--- config.mk ---
export PLATFORM = sky130hd
export DESIGN_NAME = ext_b_arbiter_ipa
export DESIGN_NICKNAME = d
export VERILOG_FILES = /design/src/rtl/ext_b_arbiter_ipa.sv
export SDC_FILE = /design/constraint.sdc
export NUM_CORES = 1
export LEC_CHECK = 0
export BUFFER_PORTS_ARGS = -buffer_cell sky130_fd_sc_hd__clkbuf_2
export CAP_MARGIN = 20
export CORE_MARGIN = 1
export CORE_UTILIZATION = 38
export DETAILED_ROUTE_END_ITERATION = 12
export PLACE_DENSITY_LB_ADDON = 0.2
export RECOVER_POWER = 25
export SETUP_SLACK_MARGIN = 0.1
export SLEW_MARGIN = 0
export SYNTH_ARGS = -nofsm -noshare
export SYNTH_HDL_FRONTEND = slang
export SYNTH_SLANG_ARGS = --single-unit
export TNS_END_PERCENT = 30
--- constraint.sdc ---
create_clock -name clk_i -period 1.6 [get_ports clk_i]
set_input_delay 0 -clock clk_i [delete_from_list [all_inputs] [get_ports clk_i]]
set_output_delay 0 -clock clk_i [all_outputs]
set_load 0.02 [all_outputs]
--- src/rtl/ext_b_arbiter_ipa.sv ---
// Round-robin merge of N AXI B channels into one registered B port.
// Optional error counter: define EXT_B_ARB_ERRCNT_EN.
module ext_b_arbiter_ipa #(
  parameter int N_SLAVES   = 4,
  parameter int ID_WIDTH   = 4,
  parameter int USER_WIDTH = 6
) (
  input  logic                           clk_i,
  input  logic                           rst_ni,
  input  logic [N_SLAVES-1:0]            slave_valid_i,
  input  logic [2*N_SLAVES-1:0]          slave_resp_i,
  input  logic [ID_WIDTH*N_SLAVES-1:0]   slave_id_i,
  input  logic [USER_WIDTH*N_SLAVES-1:0] slave_user_i,
  output logic [N_SLAVES-1:0]            slave_ready_o,
  output logic                           master_valid_o,
  output logic [1:0]                     master_resp_o,
  output logic [ID_WIDTH-1:0]            master_id_o,
  output logic [USER_WIDTH-1:0]          master_user_o,
`ifdef EXT_B_ARB_ERRCNT_EN
  output logic [15:0]                    err_cnt_o,
  input  logic                           err_cnt_clr_i,
`endif
  input  logic                           master_ready_i
);

  localparam int PW = (N_SLAVES > 1) ? $clog2(N_SLAVES) : 1;
  localparam logic [PW-1:0] LAST = PW'(N_SLAVES - 1);

  logic [PW-1:0]         rr_ptr;
  logic [PW-1:0]         winner;
  logic                  found;
  logic                  load;
  logic [PW-1:0]         ptr_next;
  logic [1:0]            win_resp;
  logic [ID_WIDTH-1:0]   win_id;
  logic [USER_WIDTH-1:0] win_user;

  // Scan upward from rr_ptr with wrap; first valid slave wins.
  always_comb begin
    int idx;
    winner = '0;
    found  = 1'b0;
    idx    = 0;
    for (int k = 0; k < N_SLAVES; k++) begin
      idx = int'(rr_ptr) + k;
      if (idx >= N_SLAVES) idx = idx - N_SLAVES;
      if (!found && slave_valid_i[idx]) begin
        found  = 1'b1;
        winner = PW'(idx);
      end
    end
  end

  // Load whenever the output register is empty or draining; never in reset.
  assign load = found && rst_ni &&
                (!master_valid_o || master_ready_i);

  // One-hot ready to the winning slave only.
  always_comb begin
    slave_ready_o = '0;
    for (int i = 0; i < N_SLAVES; i++) begin
      slave_ready_o[i] = load && (winner == PW'(i));
    end
  end

  // Winner payload and the wrapped pointer that follows it.
  always_comb begin
    win_resp = slave_resp_i[2*int'(winner) +: 2];
    win_id   = slave_id_i[ID_WIDTH*int'(winner) +: ID_WIDTH];
    win_user = slave_user_i[USER_WIDTH*int'(winner) +: USER_WIDTH];
    ptr_next = (winner == LAST) ? '0 : winner + 1'b1;
  end

  // Output register: replace on load, clear on drain with no new request.
  always_ff @(posedge clk_i or negedge rst_ni) begin
    if (!rst_ni) begin
      master_valid_o <= 1'b0;
      master_resp_o  <= '0;
      master_id_o    <= '0;
      master_user_o  <= '0;
    end else if (load) begin
      master_valid_o <= 1'b1;
      master_resp_o  <= win_resp;
      master_id_o    <= win_id;
      master_user_o  <= win_user;
    end else if (master_valid_o && master_ready_i) begin
      master_valid_o <= 1'b0;
    end
  end

  // Round-robin pointer moves past the winner only when a grant is taken.
  always_ff @(posedge clk_i or negedge rst_ni) begin
    if (!rst_ni) begin
      rr_ptr <= '0;
    end else if (load) begin
      rr_ptr <= ptr_next;
    end
  end

`ifdef EXT_B_ARB_ERRCNT_EN
  logic err_hs;

  assign err_hs = master_valid_o && master_ready_i && master_resp_o[1];

  // Saturating count of SLVERR/DECERR beats; clear wins over increment.
  always_ff @(posedge clk_i or negedge rst_ni) begin
    if (!rst_ni) begin
      err_cnt_o <= '0;
    end else if (err_cnt_clr_i) begin
      err_cnt_o <= '0;
    end else if (err_hs && (err_cnt_o != 16'hFFFF)) begin
      err_cnt_o <= err_cnt_o + 16'd1;
    end
  end
`endif

endmodule

* Yosys cells after proc, flatten, opt, wreduce, memory -nomap -nowiden
Index checks and enable logic that the tools add are counted.
Widths: inputs -> output; s select.
** Word-level totals
- Register bits :: 15
- Bits of input ports :: 55
- Output and inout bits :: 17
- Word-level logic and storage cells :: 72
** Operators by class
- Add/sub/neg operators :: 8
- Multiply operators :: 1
- $lt $le $gt $ge :: 8
- Equality and inequality tests :: 3
- Shifts and indexed selects :: 3
- Multiplexer cells :: 27
- Reduce and logical (&&, ||, !) cells :: 17
** Operators by type and width (number)
- $lt 32x4->1 const B :: 4
- $mux 32 :: 4
- $shiftx 24x6->6 :: 1
- $shiftx 16x5->4 :: 1
- $mux 1 :: 14
- $sub 3x3->4 const B :: 3
- $logic_and 1x1->1 :: 10
- $mux 2 :: 5
- $ge 3x3->1 const B :: 3
- $bmux 1 s2 :: 4
- $shiftx 8x4->2 :: 1
- $add 2x2->3 const B :: 2
- $eq 2x2->1 const B :: 2
- $logic_not 1->1 :: 4
- $mul 2x2->4 const A :: 1
- $sub 2x3->4 const B :: 1
- $add 2x1->3 const B :: 1
- $ge 2x3->1 const B :: 1
- $add 2x1->2 const B :: 1
- $eq 2x1->1 const B :: 1
- $logic_not 2->1 :: 1
- $reduce_bool 2->1 :: 1
- $logic_or 1x1->1 :: 1

* Depth between registers and ports, before layout
Gate-level depths: netlist of run 1.
- Word-level depth :: 18
- Gate-level depth with buffers :: 7
- Depth with buffers taken out :: 5

* Least setup slack after synthesis of run 1
No wires, ideal clock.
- Kind :: register to register
- Start :: register rr_ptr[1]
- End :: register master_id_o[0]
- Setup time :: 139 ps
- Arrival :: 1461 ps
- Required time :: 1461 ps
- Setup slack :: 0 ps
- Cell stages (with the launch flop) :: 8
- Path buffers :: 2
- Period minus slack after synthesis :: 1600 ps
- Cells stage by stage :: dfrtp_1 > buf_2 > a21oi_1 > nor3b_1 > or3_1 > nand2_1 > buf_4 > o221ai_1
** Between the ends
- Longest elaborated chain between the ends :: 17
- Elaborated cells on any way between the ends :: 44
** RTL lines
- start, declared :: RTL line 29 : logic [PW-1:0] rr_ptr;
- start signal, assigned :: RTL line 96 : rr_ptr <= ptr_next;
- branches (longest 17 deep; another with $sub 3x3->4)
- end signal, assigned :: RTL line 84 : master_id_o <= win_id;
- end, declared :: RTL line 17 : output logic [ID_WIDTH-1:0] master_id_o,
Parallel ways; which one is timed is not known. The select of a mux whose other input is x is not followed.
A chain may end at the register's enable or synchronous reset.

* Worst setup path in the final report of run 1
- Start :: register rr_ptr[1]
- End :: output slave_ready_o[3]
** Between the ends
- Longest elaborated chain between the ends :: 18
- Elaborated cells on any way between the ends :: 45
** RTL lines
- branches (longest 17 deep; another with $sub 3x3->4)
- $logic_and 1x1->1 (*) :: RTL line 62 : slave_ready_o[i] = load && (winner == PW'(i));
- end, declared :: RTL line 14 : output logic [N_SLAVES-1:0] slave_ready_o,
Mark *: on every way between the ends. The select of a mux whose other input is x is not followed.

==> results of run 1 <==
## final timing paths
path	start	to	slack, ns	cells after the start
setup / recovery	rr_ptr[1]	slave_ready_o[3]	-0.04	5
hold / removal	slave_user_i[13]	master_user_o[1]	0.02	3
setup reg to reg	rr_ptr[0]	master_id_o[3]	-0.03	5
hold reg to reg	master_resp_o[1]	master_resp_o[1]	0.50	2
max in group asynchronous	rst_ni	master_valid_o	0.57	3
min in group asynchronous	rst_ni	master_user_o[1]	0.52	3
## critical path, stage by stage (launching register included)
cell and delay (ns):
sky130_fd_sc_hd__dfrtp_1 0.44, sky130_fd_sc_hd__a21oi_2 0.15, sky130_fd_sc_hd__nor3b_2 0.07, sky130_fd_sc_hd__or3_4 0.42
sky130_fd_sc_hd__nor2_2 0.13, sky130_fd_sc_hd__clkbuf_8 0.15
## cell type report
class	count	area share
multi-input cells	88	0.4460
repair buffers	83	0.2870
flip-flops and latches	15	0.2219
well taps	31	0.02293
clock buffers	4	0.01553
inverters	3	0.006657
## cells by family (layout without fill, tap and decap cells)
family / Yosys count / in the layout / share of synthesized area
AND/OR/NAND/NOR: 38 / 38 / 0.1632
AO/OA/AOI/OAI: 36 / 36 / 0.3082
flip-flops: 15 / 15 / 0.3425
multiplexers: 14 / 14 / 0.1278
buffers and inverters: 11 / 90 / 0.05822
## power by group
| part | leakage (uW) | internal (uW) | switching, uW | total [uW] |
|---|---|---|---|---|
| logic | 0.000651 | 550 | 634 | 1180 |
| registers | 0.000182 | 501 | 83.8 | 585 |
| clock network | 0.0000150 | 96.7 | 126 | 223 |
## stage by stage
step / setup TNS [ns] / hold slack (ns) / util
after global routing: -1.581 / 0.05064 / 0.6188
final: -0.1551 / 0.01624 / 0.6188
after global placement: -0.8978 / 0.02882 / 0.5478
after CTS: -0.2130 / 0.01440 / 0.6133
after detailed placement: -1.740 / 0.01959 / 0.5478
after floorplan: 0 / -0.2956 / -
## per-layer routing
metal	GRT usage	part of all wire	vias up
li1	-	-	586
met1	0.2741	0.42	582
met2	0.3959	0.52	50
met3	0.03488	0.054	2
met4	0.06786	0.0040	0
met5	0	0	-
## registers in the layout, summed over array words and instances (netlist names)
register / cells
rr_ptr: 2
master_id_o: 4
master_valid_o: 1
master_resp_o: 2
master_user_o: 6
## cells in the final DEF (no fill, tap or decap), types with 3 or more instances in the layout
master / count
sky130_fd_sc_hd__mux2i_1: 11
sky130_fd_sc_hd__nand2_1: 17
sky130_fd_sc_hd__o221ai_1: 11
sky130_fd_sc_hd__clkbuf_1: 3
sky130_fd_sc_hd__clkbuf_2: 66
sky130_fd_sc_hd__dfrtp_1: 15
sky130_fd_sc_hd__buf_4: 9
sky130_fd_sc_hd__inv_1: 3
sky130_fd_sc_hd__a22oi_1: 10
sky130_fd_sc_hd__clkbuf_4: 3
sky130_fd_sc_hd__nor2_1: 7
## repair_timing
item	in CTS	in global routing
hold buffers	1	0
gates resized for setup	19	9
gates cloned	0	0
pin swaps	5	2
buffers inserted	5	0
hold endpoints to repair	15	0
setup endpoints to repair	17	18
==> results_dict.tcl, run 1 <==
set metrics [dict create \
    timing_worst_slew_pin_value_ns 0.8139 \
    yosysWarnings 0 \
    yosysUniqueCellTypes 29 \
    synth-seq-cells 15 \
    min_tclk_post_route_ns 1.644 \
    fin_nets 249 \
    setup_slack_ns -0.04404 \
    number_of_vias_after_detailed_routing 1220 \
    overall_global_routing_resource_usage 0.2221 \
    place.detailed.instances 214 \
    start_kind "register" \
    final_hold_vios 0 \
    post_layout_nonfiller_instances 224 \
    numCtsBuffers 3 \
    h_tree_lvls 1 \
    hold_path_class "input pin to register" \
    design.die.area_mm2 0.003103 \
    netlist_instances 114 \
    dp_hpwl_mm 2.406 \
    synth_top_area_share 0.3425 \
    synth-async-reset-ratio 1.000 \
    arrival_ns 1.64 \
    dpl_worst_slack_ns -0.2116 \
    detail_route.iter0.violations 41 \
    p_per_area_mw_per_mm2 1178 \
    synthTopCellsByArea "sky130_fd_sc_hd__dfrtp_1, sky130_fd_sc_hd__mux2i_1, sky130_fd_sc_hd__o221ai_1, sky130_fd_sc_hd__a22oi_1, sky130_fd_sc_hd__nand2_1" \
    ir_worst_vdd_uv 808.7 \
    rows 19 \
    worstSetupEndpointType "primary output" \
    clock_root_cell "sky130_fd_sc_hd__clkbuf_4" \
    power.static_leakage_uw 0.0008477 \
    firstDrtPassIters 4 \
    syn_nets 169 \
    clk_pin_slew_worst_paths_ns 0.10 \
    setup_repair_after_global_routing_missed_its_margin "yes" \
    antenna_cells 0 \
    post_synthesis_instance_area_mm2 0.001096 \
    ctsLongestPathBuffers 2 \
    outcome "complete, but fails checks" \
    synth_edf_count 0 \
    antenna_violations_before_repair 0 \
    clock_sinks 15 \
    grt_start_max_net_pins 25 \
    violations_in_the_final_reports "negative setup slack" \
    path_class "register to primary output" \
    area.growth.synth_to_final_pct 54.34 \
    routabilityCongestion 0.8821 \
    layout.cell_area.non_filler_mm2 0.001692 \
    first_global_vias 1171 \
    final.setup_skew_ns 0.009938 \
    initial_core_util 0.4009 \
    insertion_delay_ns 0.29 \
    synth.yosys.seq_area_share 0.3425 \
    synth-main-ff-cell "sky130_fd_sc_hd__dfrtp_1" \
    syn-mean-instance-area_um2 9.614 \
    dieWidth_um 55.71 \
    slew_violations 0 \
    die_height_um 55.71 \
    final_min_period_over_clock_period 1.028 \
    final_layout_size_suffix_gt1_frac 0.5389 \
    synth_largest_area_cell "sky130_fd_sc_hd__dfrtp_1" \
    relSlewSlack 0.4574 \
    layout.area.seq_um2 375.4 \
    globalRoute.totalOverflow 0 \
    required_ns 1.60 \
    wire_per_inst_um 14.42 \
    max-cap-violations 0 \
    grt_pass1_wl_mm 5.457 \
    placeableCoreArea_mm2 0.002734 \
    cts_tree "built" \
    num-fill-cells 239 \
    io_pins 72 \
    dpl-instance-area_mm2 0.001498 \
    multi_input_area_um2 754.5 \
    ant_nets 0 \
    postRouteWirelength_mm 3.231 \
    post_synth_most_frequent_cells "sky130_fd_sc_hd__nand2_1, sky130_fd_sc_hd__dfrtp_1, sky130_fd_sc_hd__mux2i_1" \
    design_power_total_uw 1992 \
    synth_most_common_cell "sky130_fd_sc_hd__nand2_1" \
    critical_path_maximum_fanout 5 \
    setup_violating_endpoint_count_in_the_final_report 7 \
    place.port_buffers 71 \
    route.detailed.drc 0 \
    avgViaCountPerCell 5.446 \
    fmax_mhz 608.3 \
]
(Power assumes the default switching activity.)
==> inputs of run 2 (changes only) <==
--- a/config.mk
+++ b/config.mk
@@ -10,7 +10,7 @@
 export CORE_MARGIN = 1
 export CORE_UTILIZATION = 38
 export DETAILED_ROUTE_END_ITERATION = 12
-export PLACE_DENSITY_LB_ADDON = 0.2
+export PLACE_DENSITY = 0.73
 export RECOVER_POWER = 25
 export SETUP_SLACK_MARGIN = 0.1
 export SLEW_MARGIN = 0
==> results_dict.tcl, run 2 (synthesis gave the netlist of run 1 again) <==
set metrics [dict create \
    routabilityCongestion 0.8788 \
    power.static_leakage_uw 0.0009261 \
    numCtsBuffers 3 \
    placeableCoreArea_mm2 0.002734 \
    largestRegisters "master_user_o x6, master_id_o x4" \
    worst_r2r_path_depth 6 \
    route.detailed.drc 0 \
    wire_per_inst_um 15.38 \
    place.detailed.instances 217 \
    slew_violations 0 \
    max-cap-violations 0 \
    cts_tree "built" \
    arrival_ns 1.71 \
    min_tclk_post_route_ns 1.713 \
    detail_route.iter0.violations 41 \
    required_ns 1.60 \
    startpoint "rr_ptr[1]" \
    path_class "register to primary output" \
    postRouteWirelength_mm 3.614 \
    setup_tns_ns -1.022 \
    outcome "complete, but fails checks" \
    initial_core_util 0.4009 \
    die_height_um 55.71 \
    antenna_violations_before_repair 0 \
    antenna_cells 0 \
    startpoint_of_the_worst_register_to_register_path "rr_ptr[0]" \
    fin_nets 260 \
    hold_path_class "input pin to register" \
    leading_cell_types_in_the_layout_fill_and_taps_excluded "sky130_fd_sc_hd__clkbuf_2, sky130_fd_sc_hd__nand2_1, sky130_fd_sc_hd__dfrtp_1, sky130_fd_sc_hd__mux2i_1, sky130_fd_sc_hd__buf_4" \
    clock_sinks 15 \
    setup_violating_endpoint_count_in_the_final_report 17 \
    number_of_vias_after_detailed_routing 1289 \
    start_kind "register" \
    dieWidth_um 55.71 \
    setup_slack_ns -0.1135 \
    clk_pin_slew_worst_paths_ns 0.09 \
    rows 19 \
    max_flop_register "master_user_o" \
    post_layout_nonfiller_instances 235 \
    io_pins 72 \
    overall_global_routing_resource_usage 0.2206 \
    final_hold_vios 0 \
    critical_path_maximum_fanout 4 \
    relSlewSlack 0.4359 \
    violations_in_the_final_reports "negative setup slack" \
    ant_nets 0 \
    final_min_period_over_clock_period 1.071 \
    largest_reg_flops 6 \
    layout.cells.most_common "sky130_fd_sc_hd__clkbuf_2" \
    avgViaCountPerCell 5.485 \
    worstSetupEndpointType "primary output" \
    design.die.area_mm2 0.003103 \
    h_tree_lvls 1 \
    p_per_area_mw_per_mm2 1194 \
    dp_hpwl_mm 2.437 \
    area.growth.synth_to_final_pct 70.21 \
    firstDrtPassIters 4 \
    timing_worst_slew_pin_value_ns 0.8461 \
    rrSetupSlack_ns -0.08 \
    ir_worst_vdd_uv 799.5 \
    crit-reg2reg-capture "master_user_o[5]" \
    grt_start_max_net_pins 25 \
    clock_root_cell "sky130_fd_sc_hd__clkbuf_4" \
    worst_setup_path_endpoint "slave_ready_o[2]" \
    final_layout_size_suffix_gt1_frac 0.5931 \
    ctsLongestPathBuffers 2 \
    grt_pass1_wl_mm 5.437 \
    setup_repair_after_global_routing_missed_its_margin "yes" \
    insertion_delay_ns 0.29 \
    globalRoute.totalOverflow 0 \
    first_global_vias 1232 \
    place.port_buffers 71 \
    fmax_mhz 583.6 \
    holdWs_ns 0.01994 \
    final.setup_skew_ns 0.006125 \
]
## run 2: changes by cell type in the layout (fill, tap and decap cells not counted), sizes merged
| cell | before | now |
|---|---|---|
| clkinv | 0 | 1 |
| buf | 13 | 21 |
| dlygate4sd3 | 1 | 2 |
| nor2 | 9 | 10 |
## run 2: layout make-up
class	instances	area (um2)
fill	200	868.3
multi-input combinational	89	797.0
timing repair buffer	93	615.6
sequential	15	375.4
tap	31	38.79
clock buffer	3	22.52
inverter	3	11.26
clock inverter	1	5.005
## run 2: how the worst min path moves through the flow
stage	from	end	slack, ns	depth (start not counted)
global placement	rst_ni	master_valid_o	0.004	2
global route	slave_user_i[20]	master_user_o[2]	0.04	3
CTS	slave_user_i[19]	master_user_o[1]	0.02	3
finish	slave_resp_i[6]	master_resp_o[0]	0.02	3
detailed placement	rst_ni	master_valid_o	-0.003	2
floorplan	rst_ni	master_id_o[0]	-0.30	0
## run 2: metal layers
layer | vias to the layer above | GRT usage | part of all wire
met5 | - | 0 | 0
met4 | 0 | 0.08571 | 0.0075
met3 | 2 | 0.03953 | 0.060
met2 | 53 | 0.3855 | 0.52
met1 | 623 | 0.2681 | 0.42
li1 | 611 | - | -
## run 2: what timing repair did
item,4_1_cts,5_1_grt
setup buffers,3,7
gates resized for setup,18,23
hold buffers,2,0
cloned,0,2
endpoints found under the hold margin,16,0
pin swaps,4,10
endpoints found under the setup margin,17,17
## run 2: power breakdown
| group | internal (uW) | switching [uW] |
|---|---|---|
| Combinational | 695 | 725 |
| Sequential | 501 | 81.3 |
| Clock | 92.8 | 131 |
## run 2: metrics by stage
| stage | total power, uW | cell area [um2] | utilization | setup WS (ns) |
|---|---|---|---|---|
| 5_1_grt | 2354 | 1866 | 0.6824 | -0.2034 |
| 3_5_place_dp | 1649 | 1533 | 0.5606 | -0.2040 |
| 4_1_cts | 1986 | 1682 | 0.6151 | -0.09534 |
| 3_3_place_gp | 1624 | 1533 | 0.5606 | -0.06830 |
| 6_report | 2227 | 1866 | 0.6824 | -0.1135 |
| 2_1_floorplan | 1276 | 1105 | - | 0.03621 |
## run 2: worst max-delay path, stage by stage (launching register included)
cell                      delay [ns]
sky130_fd_sc_hd__dfrtp_1        0.40
sky130_fd_sc_hd__buf_6          0.14
sky130_fd_sc_hd__a21oi_4        0.13
sky130_fd_sc_hd__nor3b_2        0.06
sky130_fd_sc_hd__buf_4          0.15
sky130_fd_sc_hd__nor3_4         0.22
sky130_fd_sc_hd__nand2_2        0.08
sky130_fd_sc_hd__nor2_1         0.11
sky130_fd_sc_hd__buf_4          0.15
==> inputs of run 3 (changes only) <==
--- a/config.mk
+++ b/config.mk
@@ -5,12 +5,13 @@
 export SDC_FILE = /design/constraint.sdc
 export NUM_CORES = 1
 export LEC_CHECK = 0
+export ABC_AREA = 1
 export BUFFER_PORTS_ARGS = -buffer_cell sky130_fd_sc_hd__clkbuf_2
 export CAP_MARGIN = 20
 export CORE_MARGIN = 1
-export CORE_UTILIZATION = 38
+export CORE_UTILIZATION = 40
 export DETAILED_ROUTE_END_ITERATION = 12
-export PLACE_DENSITY = 0.73
+export PLACE_DENSITY = 0.71
 export RECOVER_POWER = 25
 export SETUP_SLACK_MARGIN = 0.1
 export SLEW_MARGIN = 0
==> results_dict.tcl, run 3 <==
set metrics [dict create \
    firstDrtPassIters 4 \
    critical_path_maximum_fanout 5 \
    avgViaCountPerCell 4.834 \
    overall_global_routing_resource_usage 0.2581 \
    max_flop_register "master_user_o" \
    required_ns 1.60 \
    layout.cells.most_common "sky130_fd_sc_hd__nand2_1" \
    synthTopCellsByArea "sky130_fd_sc_hd__nand2_1, sky130_fd_sc_hd__dfrtp_1, sky130_fd_sc_hd__nand3_1, sky130_fd_sc_hd__inv_1, sky130_fd_sc_hd__nand3_4" \
    final.setup_skew_ns 0.009034 \
    synth_largest_area_cell "sky130_fd_sc_hd__nand2_1" \
    layout.cell_area.non_filler_mm2 0.002446 \
    antenna_violations_before_repair 0 \
    placeableCoreArea_mm2 0.003416 \
    clock_root_cell "sky130_fd_sc_hd__clkbuf_4" \
    rrSetupSlack_ns -0.44 \
    post_synthesis_instance_area_mm2 0.001458 \
    synth.yosys.seq_area_share 0.2575 \
    grt_use_met2 0.4904 \
    hold_path_class "input pin to register" \
    clock_sinks 15 \
    area.growth.synth_to_final_pct 67.81 \
    final_hold_vios 0 \
    syn_nets 315 \
    routabilityCongestion 0.8645 \
    yosysWarnings 0 \
    power.static_leakage_uw 0.001488 \
    ctsLongestPathBuffers 2 \
    synth-main-ff-cell "sky130_fd_sc_hd__dfrtp_1" \
    min_tclk_post_route_ns 2.130 \
    post_synth_most_frequent_cells "sky130_fd_sc_hd__nand2_1, sky130_fd_sc_hd__nand3_1, sky130_fd_sc_hd__inv_1" \
    setup_repair_after_global_routing_missed_its_margin "yes" \
    hold_end "master_id_o[2]" \
    cts_tree "built" \
    grt_pass1_wl_mm 8.155 \
    detail_route.iter0.violations 73 \
    holdWs_ns 0.1043 \
    synth_edf_count 0 \
    rows 21 \
    layout.area.seq_um2 376.6 \
    timing_worst_slew_pin_value_ns 0.7841 \
    dpl-instance-area_mm2 0.002032 \
    postRouteWirelength_mm 5.083 \
    crit-reg2reg-capture "master_user_o[2]" \
    worstSetupEndpointType "primary output" \
    synth-async-reset-ratio 1.000 \
    setup_slack_ns -0.5301 \
    final_min_period_over_clock_period 1.331 \
    met3_resource_use_gr 0.05331 \
    grt.busiest_layer "met2" \
    design.die.area_mm2 0.003889 \
    fmax_mhz 469.5 \
    global_route.usage.met1 0.2955 \
    synth_most_common_cell "sky130_fd_sc_hd__nand2_1" \
    grt_start_max_net_pins 25 \
    startpoint_of_the_worst_register_to_register_path "rr_ptr[0]" \
    clk_pin_slew_worst_paths_ns 0.09 \
    dp_hpwl_mm 3.360 \
    min-delay-start "slave_id_i[2]" \
    initial_core_util 0.4267 \
    violations_in_the_final_reports "negative setup slack" \
    first_global_vias 1929 \
    p_per_area_mw_per_mm2 2823 \
    numCtsBuffers 3 \
    slew_violations 0 \
    synth_top_area_share 0.3451 \
    post_layout_nonfiller_instances 409 \
    final_layout_size_suffix_gt1_frac 0.4270 \
    ant_nets 0 \
    worst_r2r_path_depth 13 \
    arrival_ns 2.13 \
    timing.hold.worst_path_depth 7 \
    yosysUniqueCellTypes 19 \
    num-fill-cells 285 \
    number_of_vias_after_detailed_routing 1977 \
    place.detailed.instances 385 \
    route.detailed.drc 0 \
    leading_cell_types_in_the_layout_fill_and_taps_excluded "sky130_fd_sc_hd__nand2_1, sky130_fd_sc_hd__clkbuf_2, sky130_fd_sc_hd__nand3_1, sky130_fd_sc_hd__inv_1, sky130_fd_sc_hd__buf_4" \
    die_height_um 62.37 \
    ir_worst_vdd_uv 1106 \
    io_pins 72 \
    syn-mean-instance-area_um2 5.606 \
    dieWidth_um 62.37 \
    wire_per_inst_um 12.43 \
    setup_violating_endpoint_count_in_the_final_report 19 \
    relSlewSlack 0.4773 \
    outcome "complete, but fails checks" \
    largestRegisters "master_user_o x6, master_id_o x4" \
    h_tree_lvls 1 \
    antenna_cells 0 \
    insertion_delay_ns 0.28 \
    netlist_instances 260 \
    largest_reg_flops 6 \
    start_kind "register" \
    multi_input_area_mm2 0.001017 \
    max-cap-violations 0 \
    path_class "register to primary output" \
    synth-seq-cells 15 \
    fin_nets 419 \
    globalRoute.totalOverflow 0 \
    place.port_buffers 71 \
]
run 3: cell families (layout without fill, tap and decap cells):
group           after synthesis  count (layout)  synth area share
simple gates                188             188            0.5528
buf+inv                      51             154            0.1614
flops                        15              15            0.2575
compound gates                6               6           0.02833
run 3: critical path: stages (launching register included):
cell                         delay [ns]
sky130_fd_sc_hd__dfrtp_2           0.46
sky130_fd_sc_hd__clkinvlp_4        0.18
sky130_fd_sc_hd__nand2_2           0.12
sky130_fd_sc_hd__nand2_4           0.07
sky130_fd_sc_hd__nand2_2           0.06
sky130_fd_sc_hd__nand2_2           0.06
sky130_fd_sc_hd__nor2_4            0.15
sky130_fd_sc_hd__nand3_1           0.12
sky130_fd_sc_hd__nand2_2           0.10
sky130_fd_sc_hd__nor2_4            0.06
sky130_fd_sc_hd__buf_6             0.13
sky130_fd_sc_hd__nor3_4            0.16
sky130_fd_sc_hd__clkbuf_8          0.17
run 3: final cells by class:
type	count	area share
Timing Repair Buffer	110	0.3289
Sequential cell	15	0.1540
Multi-Input combinational cell	194	0.4159
Clock buffer	4	0.01074
Inverter	39	0.06394
Timing Repair inverter	1	0.003069
Tap cell	46	0.02353
run 3: how the worst max path moves through the flow:
stage | depth (start not counted) | slack, ns | to | startpoint
2_1_floorplan | 14 | -0.05 | master_id_o[1] | rr_ptr[0]
3_3_place_gp | 15 | -0.25 | master_user_o[4] | rr_ptr[0]
3_5_place_dp | 13 | -0.27 | slave_ready_o[2] | rr_ptr[0]
4_1_cts | 12 | -0.43 | slave_ready_o[3] | rr_ptr[0]
5_1_grt | 12 | -0.66 | slave_ready_o[3] | rr_ptr[0]
6_report | 12 | -0.53 | slave_ready_o[3] | rr_ptr[0]
run 3: power by group:
| group | leakage, uW | total (uW) | switching (uW) | internal [uW] |
|---|---|---|---|---|
| clock network | 0.0000150 | 207 | 110 | 96.7 |
| logic | 0.00129 | 5980 | 3290 | 2690 |
| registers | 0.000184 | 717 | 145 | 572 |
| total | 0.00149 | 6900 | 3540 | 3360 |
run 3: stage by stage:
step	worst slack (ns)	setup TNS, ns	utilization	total power, uW
after floorplan	-0.05337	-0.6711	-	3866
final	-0.5301	-7.750	0.7161	6904
after detailed placement	-0.2690	-4.066	0.5949	5141
after global placement	-0.2456	-3.922	0.5949	5120
after global routing	-0.6593	-10.23	0.7161	7466
after CTS	-0.4346	-5.692	0.6696	5994
run 3: repair_timing:
item,in CTS,in global routing
hold buffers,2,0
pin swaps,11,10
endpoints found under the hold margin,16,0
gates resized for setup,35,24
endpoints found under the setup margin,19,19
cloned,1,2
buffers inserted,9,6
run 3: per-layer routing:
metal  wire length [um]  vias up  part of all wire
met5                  0        -                 0
met4                 40        0            0.0079
met3                278        4             0.055
met2               2786       75              0.55
met1               1978      897              0.39
li1                   -     1001                 -
